File: src/rtl/cam_rotate_writer.sv
// Rotates a 320x240 raster camera stream 90 degrees into a 240x320 portrait frame buffer.
// Define CAM_ROTATE_WRITER_CCW_EN for counter-clockwise rotation (default build: clockwise).
module cam_rotate_writer #(
  parameter int H_IN    = 320,
  parameter int V_IN    = 240,
  parameter int PIXEL_W = 16,
  parameter int ADDR_W  = 17
) (
  input  logic               clk_in,
  input  logic               rst_in,
  input  logic               valid_pixel_in,
  input  logic [PIXEL_W-1:0] pixel_in,
  input  logic               frame_done_in,
  output logic [PIXEL_W-1:0] pixel_out,
  output logic [ADDR_W-1:0]  pixel_addr_out,
  output logic               valid_pixel_out,
  output logic               frame_done_out,
  output logic               frame_error_out,
  output logic [1:0]         state_dbg
);

  // Handshake: there is no back-pressure. A pixel is taken on every cycle with
  // valid_pixel_in=1 unless frame_done_in is also high or the FSM is not ACTIVE;
  // valid_pixel_out is a single-cycle write strobe one cycle after an accepted pixel.

  typedef enum logic [1:0] {
    SYNC   = 2'd0,
    ACTIVE = 2'd1,
    FULL   = 2'd2
  } state_t;

  localparam logic [8:0]        COL_LAST = 9'(H_IN - 1);
  localparam logic [7:0]        ROW_LAST = 8'(V_IN - 1);
  localparam logic [ADDR_W-1:0] STEP     = ADDR_W'(V_IN);
`ifdef CAM_ROTATE_WRITER_CCW_EN
  localparam logic [ADDR_W-1:0] ROW0_BASE = ADDR_W'(V_IN * (H_IN - 1));
`else
  localparam logic [ADDR_W-1:0] ROW0_BASE = ADDR_W'(V_IN - 1);
`endif

  state_t            state, state_d;
  logic [8:0]        col;
  logic [7:0]        row;
  logic [ADDR_W-1:0] addr;
  logic [ADDR_W-1:0] row_base;
  logic [ADDR_W-1:0] row_base_nxt;
  logic [ADDR_W-1:0] addr_step;
  logic              dropped;

  logic last_pixel;
  logic accept;
  logic reload;
  logic done_pulse;
  logic err_pulse;
  logic drop_set;

  assign state_dbg  = state;
  assign last_pixel = (row == ROW_LAST) && (col == COL_LAST);

`ifdef CAM_ROTATE_WRITER_CCW_EN
  assign row_base_nxt = row_base + 1'b1;
  assign addr_step    = addr - STEP;
`else
  assign row_base_nxt = row_base - 1'b1;
  assign addr_step    = addr + STEP;
`endif

  always_ff @(posedge clk_in or posedge rst_in) begin
    if (rst_in) state <= SYNC;
    else        state <= state_d;
  end

  // frame_done_in takes priority over a coincident pixel in every state.
  always_comb begin
    state_d    = state;
    accept     = 1'b0;
    reload     = 1'b0;
    done_pulse = 1'b0;
    err_pulse  = 1'b0;
    drop_set   = 1'b0;
    case (state)
      SYNC: begin
        if (frame_done_in) begin
          reload  = 1'b1;
          state_d = ACTIVE;
        end
      end
      ACTIVE: begin
        if (frame_done_in) begin
          err_pulse = 1'b1;
          reload    = 1'b1;
        end else if (valid_pixel_in) begin
          accept = 1'b1;
          if (last_pixel) state_d = FULL;
        end
      end
      FULL: begin
        if (frame_done_in) begin
          done_pulse = ~dropped;
          reload     = 1'b1;
          state_d    = ACTIVE;
        end else if (valid_pixel_in && !dropped) begin
          err_pulse = 1'b1;
          drop_set  = 1'b1;
        end
      end
      default: state_d = SYNC;
    endcase
  end

  always_ff @(posedge clk_in or posedge rst_in) begin
    if (rst_in) begin
      pixel_out       <= '0;
      pixel_addr_out  <= '0;
      valid_pixel_out <= 1'b0;
      frame_done_out  <= 1'b0;
      frame_error_out <= 1'b0;
      col             <= '0;
      row             <= '0;
      addr            <= '0;
      row_base        <= '0;
      dropped         <= 1'b0;
    end else begin
      valid_pixel_out <= accept;
      frame_done_out  <= done_pulse;
      frame_error_out <= err_pulse;
      if (accept) begin
        pixel_out      <= pixel_in;
        pixel_addr_out <= addr;
      end
      if (reload) begin
        col      <= '0;
        row      <= '0;
        addr     <= ROW0_BASE;
        row_base <= ROW0_BASE;
        dropped  <= 1'b0;
      end else begin
        // The final pixel leaves the counters alone so row_base never wraps past the frame.
        if (accept && !last_pixel) begin
          if (col == COL_LAST) begin
            col      <= '0;
            row      <= row + 1'b1;
            row_base <= row_base_nxt;
            addr     <= row_base_nxt;
          end else begin
            col  <= col + 1'b1;
            addr <= addr_step;
          end
        end
        if (drop_set) dropped <= 1'b1;
      end
    end
  end

endmodule

File: config.mk
export PLATFORM = sky130hd
export DESIGN_NAME = cam_rotate_writer
export DESIGN_NICKNAME = d
export VERILOG_FILES = /design/src/rtl/cam_rotate_writer.sv
export SDC_FILE = /design/constraint.sdc
export NUM_CORES = 1
export LEC_CHECK = 0
export ABC_AREA = 0
export BUFFER_PORTS_ARGS = -buffer_cell sky130_fd_sc_hd__buf_2
export CORE_ASPECT_RATIO = 1.4
export CORE_MARGIN = 4
export CORE_UTILIZATION = 40
export CTS_CLUSTER_SIZE = 20
export DETAILED_ROUTE_END_ITERATION = 16
export SLEW_MARGIN = 10
export SYNTH_ARGS = -nofsm -noshare
export SYNTH_HDL_FRONTEND = slang
export SYNTH_SLANG_ARGS = --single-unit
File: constraint.sdc
create_clock -name clk_in -period 5.2 [get_ports clk_in]
set_input_delay 0.78 -clock clk_in [delete_from_list [all_inputs] [get_ports clk_in]]
set_output_delay 0.78 -clock clk_in [all_outputs]
set_load 0.05 [all_outputs]
==> run_results.csv <==
group,metric,value,unit
global_route,grt_start_max_net_pins,54,
timing,min_period_over_period,60.4,%
timing,rsz0062_at_grt,"no",
route,viasPerCell,5.37,
power,power.share.sequential,37.7,%
synthesis,synthFlopType,"dfrtp_1",
route,drc,0,
timing,finalCriticalPeriod,3.14,ns
worst_hold_path,min_path_type,"flip-flop to flip-flop",
setup_path,critPathLaunchType,"flip-flop",
synthesis,synth_commonest_cells,"nand2_1 (126), dfrtp_1 (90), o21ai_0 (38), nor2_1 (30), a21oi_1 (18)",
power,ir_worst_vdd,0.177,mV
timing,skew,0.00638,ns
place,dp_slack,1.78,ns
power,combPwrFrac,36.0,%
synthesis,ys_ff_latch,90,
die,initial_core_util,41.2,%
cts,cts_num_sinks,90,
cts,post-cts-setup-buffers,0,
place,place.gp.congestion,0.811,
place,place_area,0.00509,mm2
synthesis,synth.avg_cell_area,9.45,um2
timing,finalSetupTns,0,ns
setup_path,crit_arrival,3.40,ns
power,switching_share,42.1,%
cts,root_buffer,"clkbuf_16",
cts,ctsHoldBuffers,0,
cells_and_area,drive_gt1_share,18.8,%
route,drt_iter0_markers,158,
power,internal-power,0.00140,W
cts,cts.repair.resized,0,
die,rows,46,
cells_and_area,stdcell_area,0.00537,mm2
power,p_per_area,449,mW/mm2
setup_path,critPathMaxStageDelay,0.66,ns
cts,numCtsBuffers,9,
cts,cts_tree,"done",
run,cap_violations,0,
cts,cts-htree-levels,3,
synthesis,seq_area_frac_synth,48.0,%
die,fp.dieArea,0.0136,mm2
cts,cts.clk_slew.worst_paths,0.06,ns
route,dr_total_vias,3750,
route,finalWirelength,11000,um
setup_path,critPathKind,"flip-flop to flip-flop",
cells_and_area,nNetsFinal,577,
synthesis,synthesis.area,0.00470,mm2
die,io_pins,58,
power,p_sw,0.00102,W
route,first_pass_iters,5,
route,wl_per_cell,15.8,um
timing,worstMarginPinSlew,0.911,ns
global_route,grt_remaining_overflow,0,
setup_path,critPathMaxFanout,45,
global_route,grt_pass1_wl,18600,um
setup_path,crit_family,"simple AND/OR/NAND/NOR gates",
setup_path,required,5.47,ns
die,fp.coreArea,0.0114,mm2
cts,ctsLongestPathBuffers,2,
global_route,grt_pass1_vias,3704,
timing,setup_violations,0,
synthesis,syn_inst,497,
timing,slew_violations,0,
power,leakage,2.43,nW
power,clockPowerShare,26.3,%
place,dpl.hpwl,7780,um
synthesis,synth_edf_count,0,
timing,maxSlewHeadroom,39.3,%
cts,clk_latency,0.34,ns
setup_path,cp_num_cells,8,
timing,setup_ws,2.06,ns
synthesis,synth_top_area_cell,"dfrtp_1",
setup_path,crit_chain,"inv_1 > ha_1 > nand3b_4 > buf_4 > inv_2 > nand3_1 > or3_1 > a21oi_1",
timing,fmax,0.319,GHz
timing,finalHoldViolCount,0,
synthesis,ys_types,73,
synthesis,synthArstFlopShare,100,%
cells_and_area,fin_util,47.2,%
cells_and_area,diodes,0,
setup_path,crit_slowest_cell,"nand3_1",
synthesis,synth.most_common_cell,"nand2_1",
synthesis,ys_warn_count,0,
setup_path,path_buf_inv,3,
global_route,grt_usage,17.1,%
synthesis,syn_nets,525,
setup_path,rr_worst_depth,8,
die,chipHeight,136,um
outcome,outcome,"finished, final reports clean",
die,die_width,99.6,um
setup_path,cp-end-kind,"flip-flop",
route,ant_nets,0,
synthesis,synth_area_leaders,"dfrtp_1 (48%), nand2_1 (10%), o21ai_0 (4.1%)",
synthesis,synth_top_area_share,48.0,%
place,numPortBuffers,57,
cells_and_area,areaGrowthSynthToFinish,14.4,%
global_route,antenna_found_initial,0,
worst_hold_path,min_path_cells,2,
flip-flops by register name (all words and copies together) (netlist names):
| register | cells |
|---|---|
| pixel_out | 16 |
| frame_error_out | 1 |
| row | 8 |
| row_base | 17 |
| frame_done_out | 1 |
| state_dbg | 2 |
| dropped | 1 |
| valid_pixel_out | 1 |
| pixel_addr_out | 17 |
| addr | 17 |
| col | 9 |
power by group through the flow:
stage,clock (W),combinational [W],sequential [W]
6_report,0.000634,0.000869,0.000911
5_1_grt,0.000673,0.000936,0.000931
4_1_cts,0.000649,0.000883,0.000912
3_5_place_dp,0,0.000880,0.000925
3_3_place_gp,0,0.000865,0.000922
2_1_floorplan,0,0.000272,0.00132
stage by stage:
stage                     total power, W  hold slack [ns]  instances
after global routing             0.00254            0.491        698
after floorplan                  0.00160            0.432        497
after CTS                        0.00244            0.472        698
final                            0.00241            0.467        698
after global placement           0.00179            0.452        682
after detailed placement         0.00181            0.457        682
cells by family after synthesis:
kind of cell	Yosys count	synth area share [%]
AND/OR/NAND/NOR	243	27.0
adder cells (fa/ha/maj)	8	2.13
buffers and inverters	31	3.04
multiplexers	3	0.640
flip-flops	90	48.0
XOR/XNOR	26	4.85
AO/OA/AOI/OAI	96	14.3
final timing paths:
kind	from	endpoint	slack [ns]
hold reg to reg	pixel_out[5]	pixel_out[5]	0.47
hold / removal	pixel_out[5]	pixel_out[5]	0.47
setup / recovery	state_dbg[1]	row_base[10]	2.06
max in group asynchronous	rst_in	addr[8]	3.58
setup reg to reg	state_dbg[1]	row_base[10]	2.06
min in group asynchronous	rst_in	pixel_out[8]	0.50
worst reg2reg max path: cells and delay by family, from the launching register on:
| family | cells | cell delay (ns) |
|---|---|---|
| and+or+nand+nor | 3 | 1.31 |
| AOI/OAI and AO/OA | 1 | 0.14 |
| buffers and inverters | 3 | 0.96 |
| adders and majority gates | 1 | 0.25 |
| DFF | 1 | 0.42 |
per-layer routing:
metal | share of wire, % | vias to the layer above | global-route usage [%]
li1 | - | 1833 | -
met1 | 44 | 1812 | 21.4
met2 | 50 | 85 | 29.1
met3 | 3.8 | 20 | 2.72
met4 | 2.3 | 0 | 7.67
met5 | 0 | - | 0
layout by cell type (no fill, tap or decap), types with 3 or more instances in the layout:
master,n
dfrtp_1,90
a21oi_1,18
nor3_2,3
nor2b_1,4
buf_4,3
nor2_1,30
o31ai_1,3
clkinv_2,5
nor4b_1,3
o21ai_0,38
a22oi_1,3
mux2i_1,3
ha_1,8
clkbuf_16,9
buf_2,57
nor3_1,11
inv_1,10
xor2_1,15
nand2_1,126
and2_1,4
nand3_1,16
xnor2_1,11
or3_1,10
and3_1,4
nor4_1,3
final cells by class:
class,count,area [um2]
fillers,1125,6020
multi-input cells,376,2300
flip-flops and latches,90,2250
repair buffers,60,308
clock buffers,10,229
well taps,144,180
clock inverters,6,57.6
inverters,12,46.3
Power figures use the tool's default switching activity.
